## config.mk

```make
export PLATFORM = sky130hd
export DESIGN_NAME = axis_fifo
export DESIGN_NICKNAME = d
export VERILOG_FILES = /design/src/rtl/axis_pkg.sv /design/src/rtl/fifo_ram.sv /design/src/rtl/axis_fifo.sv
export SDC_FILE = /design/constraint.sdc
export NUM_CORES = 1
export LEC_CHECK = 0
export ABC_CLOCK_PERIOD_IN_PS = 14300
export BUFFER_PORTS_ARGS = -buffer_cell sky130_fd_sc_hd__buf_2
export CORE_MARGIN = 1.5
export CORE_UTILIZATION = 30
export DETAILED_ROUTE_END_ITERATION = 8
export GPL_TIMING_DRIVEN = 1
export MAX_ROUTING_LAYER = met4
export PLACE_DENSITY = 0.54
export SYNTH_ARGS = -nofsm -noshare
export SYNTH_HDL_FRONTEND = slang
export SYNTH_SLANG_ARGS = --single-unit
export TNS_END_PERCENT = 100
```

## constraint.sdc

```tcl
create_clock -name aclk -period 14.3 [get_ports aclk]
set_input_delay 0 -clock aclk [delete_from_list [all_inputs] [get_ports aclk]]
set_output_delay 0 -clock aclk [all_outputs]
set_load 0.01 [all_outputs]
```

## src/rtl/axis_pkg.sv

```systemverilog
// Shared constants and helpers for the AXI-Stream FIFO.
// Pointer width carries one extra bit so that full and empty can be told apart.
package axis_pkg;

   localparam int DEFAULT_WIDTH = 32;
   localparam int DEFAULT_DEPTH = 16;

   function automatic int ptr_width(input int depth);
      return $clog2(depth) + 1;
   endfunction

endpackage

```

## src/rtl/fifo_ram.sv

```systemverilog
// Simple dual-port storage for the FIFO: one synchronous write port, one asynchronous read port.
// Contents are intentionally not reset.
module fifo_ram #(
   parameter int WIDTH = 32,
   parameter int DEPTH = 16,
   parameter int AW    = 4
) (
   input  logic             clk,
   input  logic             we,
   input  logic [AW-1:0]    waddr,
   input  logic [WIDTH-1:0] wdata,
   input  logic [AW-1:0]    raddr,
   output logic [WIDTH-1:0] rdata
);

   logic [WIDTH-1:0] mem [DEPTH];

   always_ff @(posedge clk) begin
      if (we) begin
         mem[waddr] <= wdata;
      end
   end

   // Asynchronous read gives first-word fall-through from the head pointer.
   assign rdata = mem[raddr];

endmodule

```

## src/rtl/axis_fifo.sv

```systemverilog
// First-word fall-through AXI-Stream FIFO with occupancy count, flush and sticky overflow.
// Readiness is derived only from registered pointers, so no ready-to-ready combinational path exists.
module axis_fifo
   import axis_pkg::*;
#(
   parameter int WIDTH = DEFAULT_WIDTH,
   parameter int DEPTH = DEFAULT_DEPTH
) (
   input  logic                         aclk,
   input  logic                         areset,
   input  logic [WIDTH-1:0]             s_axis_tdata,
   input  logic                         s_axis_tvalid,
   output logic                         s_axis_tready,
   output logic [WIDTH-1:0]             m_axis_tdata,
   output logic                         m_axis_tvalid,
   input  logic                         m_axis_tready,
   input  logic                         flush,
   output logic [ptr_width(DEPTH)-1:0]  count,
   output logic                         overflow
);

   localparam int PW = ptr_width(DEPTH);
   localparam int AW = PW - 1;

   logic [PW-1:0] wr_ptr_q, wr_ptr_d;
   logic [PW-1:0] rd_ptr_q, rd_ptr_d;
   logic          overflow_q, overflow_d;
   logic [PW-1:0] level;
   logic          full, empty, wr_en, rd_en;

   // Pointers wrap modulo 2*DEPTH, so the difference is the occupancy directly.
   assign level = wr_ptr_q - rd_ptr_q;
   assign full  = (level == PW'(DEPTH));
   assign empty = (level == '0);

   always_comb begin
      wr_en      = s_axis_tvalid && !full && !flush;
      rd_en      = m_axis_tready && !empty && !flush;
      wr_ptr_d   = wr_ptr_q;
      rd_ptr_d   = rd_ptr_q;
      overflow_d = overflow_q | (s_axis_tvalid & full);
      if (wr_en) begin
         wr_ptr_d = wr_ptr_q + 1'b1;
      end
      if (rd_en) begin
         rd_ptr_d = rd_ptr_q + 1'b1;
      end
      if (flush) begin
         wr_ptr_d   = '0;
         rd_ptr_d   = '0;
         overflow_d = 1'b0;
      end
   end

   always_ff @(posedge aclk or posedge areset) begin
      if (areset) begin
         wr_ptr_q   <= '0;
         rd_ptr_q   <= '0;
         overflow_q <= 1'b0;
      end else begin
         wr_ptr_q   <= wr_ptr_d;
         rd_ptr_q   <= rd_ptr_d;
         overflow_q <= overflow_d;
      end
   end

   fifo_ram #(
      .WIDTH (WIDTH),
      .DEPTH (DEPTH),
      .AW    (AW)
   ) u_ram (
      .clk   (aclk),
      .we    (wr_en),
      .waddr (wr_ptr_q[AW-1:0]),
      .wdata (s_axis_tdata),
      .raddr (rd_ptr_q[AW-1:0]),
      .rdata (m_axis_tdata)
   );

   assign s_axis_tready = !full;
   assign m_axis_tvalid = !empty;
   assign count         = level;
   assign overflow      = overflow_q;

endmodule

```

==> results.sh <==
export IMPL_status="completed"
export IMPL_cts_tree="done"
export IMPL_clockBufferDepth=3
export IMPL_drive_above_1_share_pct=28.3
export IMPL_antenna_found_initial=3
export IMPL_internal_power_mw=2.76
export IMPL_grt_remaining_overflow=0
export IMPL_firstDrtPassIters=5
export IMPL_finalWirelength_mm=49.2
export IMPL_dpl_hpwl_mm=29.2
export IMPL_power_frac_comb_pct=21.2
export IMPL_fp_dieW_um=264
export IMPL_die_area_mm2=0.0695
export IMPL_path_clk_slew_ns=0.06
export IMPL_synth_top_cell_by_area="edfxtp_1"
export IMPL_critPathMaxStageDelay_ns=0.94
export IMPL_num_vias=10200
export IMPL_max_cap_viol_count=0
export IMPL_path_cells="inv_2 > ha_1 > a21oi_1 > a211o_1 > a211oi_4 > inv_4 > nand2_4 > nor4_2 > buf_4"
export IMPL_multi_input_area_mm2=0.00451
export IMPL_regArea_mm2=0.0157
export IMPL_tightest_slew_ns=1.11
export IMPL_clock_skew_ns=0.0138
export IMPL_tns_ns=0
export IMPL_n_fill_cell=6228
export IMPL_slew_violations=0
export IMPL_core_area_mm2=0.0672
export IMPL_layout_commonest_cell="edfxtp_1"
export IMPL_grt_pass1_wl_mm=72.8
export IMPL_critPathTopFamily="simple AND/OR/NAND/NOR gates"
export IMPL_grt_max_degree=116
export IMPL_seqPwrFrac_pct=45.9
export IMPL_clk_latency_ns=0.60
export IMPL_area_delta_synth_final_pct=16.9
export IMPL_port_buffers=76
export IMPL_slew_headroom_pct=25.8
export IMPL_crit_buf_inv=3
export IMPL_p_sw_share_pct=27.6
export IMPL_dp_cells=1923
export IMPL_critPathKind="reg -> reg"
export IMPL_p_switching_mw=1.05
export IMPL_viasPerCell=4.97
export IMPL_row_count=95
export IMPL_finalHoldViolCount=0
export IMPL_syn_area_per_cell_um2=20.3
export IMPL_critPathCaptureType="flip-flop"
export IMPL_start_util_pct=30.3
export IMPL_ys_warn_count=0
export IMPL_grt_pass1_vias=10500
export IMPL_max_freq_ghz=0.219
export IMPL_startpoint_type="flip-flop"
export IMPL_finalWeightedCongestion=0.781
export IMPL_clock_root_buffer="clkbuf_16"
export IMPL_required_ns=14.55
export IMPL_post_drt_wl_per_cell_um=24.0
export IMPL_setup_viol=0
export IMPL_drc=0
export IMPL_dieHeight_um=264
export IMPL_clkSinkCount=523
export IMPL_final_cell_mix="edfxtp_1, nand2_1, mux4_2"
export IMPL_synth_top_cell_area_share_pct=75.4
export IMPL_cts_made_buffers=52
export IMPL_cp_arrival_ns=4.81
export IMPL_ant_nets=0
export IMPL_synth_fp_nets=1052
export IMPL_ys_types=41
export IMPL_drt_iter0_markers=869
export IMPL_fin_crit_ns=4.56
export IMPL_io_pins=77
export IMPL_synth_area_leaders="edfxtp_1, mux4_2, nand2_1"
export IMPL_htreeDepth=2
export IMPL_synth_seq_cells=523
export IMPL_power_share_clock_pct=32.9
export IMPL_ys_seq_area_share_pct=76.8
export IMPL_worstPathMaxFanout=40
export IMPL_fin_crit_sh_pct=31.9
export IMPL_ctsResizeCount=0
export IMPL_ir_worst_vdd_mv=0.114
export IMPL_instances_no_fill=2054
export IMPL_syn_cell_area_mm2=0.0204
export IMPL_cp_slowest_cell="nor4_2"
export IMPL_leakage_nw=7.50
export IMPL_powerDensity_mw_per_mm2=160
export IMPL_grt_use_total_pct=14.7
export IMPL_rsz0062_at_grt="no"
export IMPL_fin_nets=1190
export IMPL_syn_inst=1005
export IMPL_min_path_type="in -> reg"
-- final timing paths --
| kind | start | end | slack [ns] | cells after the start |
|---|---|---|---|---|
| setup / recovery | rd_ptr_q[2] | u_ram.mem[1][25] | 9.74 | 9 |
| hold / removal | flush | wr_ptr_q[0] | 0.35 | 3 |
| setup reg to reg | rd_ptr_q[2] | u_ram.mem[1][25] | 9.74 | 9 |
| hold reg to reg | overflow | overflow | 0.51 | 2 |
| max in group asynchronous | areset | rd_ptr_q[2] | 13.40 | 4 |
| min in group asynchronous | areset | wr_ptr_q[2] | 0.53 | 4 |
-- cell usage after synthesis (all sizes together) --
cell type	instances
or3	6
xor2	2
dfrtp	11
clkbuf	32
nand2	133
nor2	3
ha	9
nor3	13
nor2b	1
clkinv	1
o21ai	8
nor3b	1
nand3	5
xnor2	2
mux2	1
edfxtp	512
a211oi	1
a22oi	1
a21o	3
buf	24
inv	11
nand3b	2
a211o	1
nand2b	6
a21oi	13
nand4	4
and3	33
a31oi	32
nor4	5
fa	1
mux4	128
-- power by group through the flow --
stage | clock network, mW | registers (mW) | logic (mW)
2_1_floorplan | 0 | 1.75 | 0.543
3_3_place_gp | 0 | 1.78 | 0.810
3_5_place_dp | 0 | 1.78 | 0.809
4_1_cts | 1.28 | 1.75 | 0.822
5_1_grt | 1.34 | 1.75 | 0.872
6_report | 1.25 | 1.75 | 0.806
-- final cells by class --
class	count	area share [%]
Antenna cell	1	0.0105
Tap cell	873	4.58
Sequential cell	523	65.7
Clock inverter	26	0.688
Timing Repair Buffer	140	4.08
Inverter	12	0.200
Multi-Input combinational cell	414	18.9
Clock buffer	65	5.76
-- state kept, by name, indices dropped and copies added, names as in the netlist --
name       cells
u_ram.mem    512
overflow       1
rd_ptr_q       5
wr_ptr_q       5
-- through the flow --
stage	cell area (um2)	total power [mW]	hold WS, ns	utilization, %	setup slack (ns)
5_1_grt	23800	3.96	0.358	35.5	9.43
3_5_place_dp	21900	2.59	0.0400	32.6	9.63
4_1_cts	23800	3.85	0.303	35.5	9.62
6_report	23800	3.81	0.346	35.5	9.74
3_3_place_gp	21900	2.59	0.0359	32.6	9.73
2_1_floorplan	20400	2.30	-0.148	-	8.65
-- routing by layer --
layer | GRT usage [%] | share of wire (%) | vias up
met5 | - | 0 | -
met4 | 3.83 | 1.8 | 0
met3 | 2.42 | 5.8 | 59
met2 | 21.9 | 46 | 304
met1 | 20.9 | 46 | 5486
li1 | - | - | 4360
-- repair_timing --
| item | 4_1_cts | 5_1_grt |
|---|---|---|
| hold buffers | 39 | 0 |
| hold endpoints to repair | 534 | 0 |
| buffers inserted | 0 | 0 |
| setup endpoints to repair | 0 | 0 |
-- worst min-delay path, delay by kind of cell --
family                 cells  cell delay (ns)
buffers and inverters      2             0.83
AO/OA/AOI/OAI              1             0.06
-- logic make-up after synthesis --
| family | synth area share (%) |
|---|---|
| xor gates and xnor gates | 0.172 |
| DFF | 76.8 |
| and+or+nand+nor | 4.86 |
| AOI/OAI and AO/OA | 1.85 |
| buffers and inverters | 1.47 |
| muxes | 14.2 |
| adders and majority gates | 0.651 |
Power figures use the tool's default switching activity.
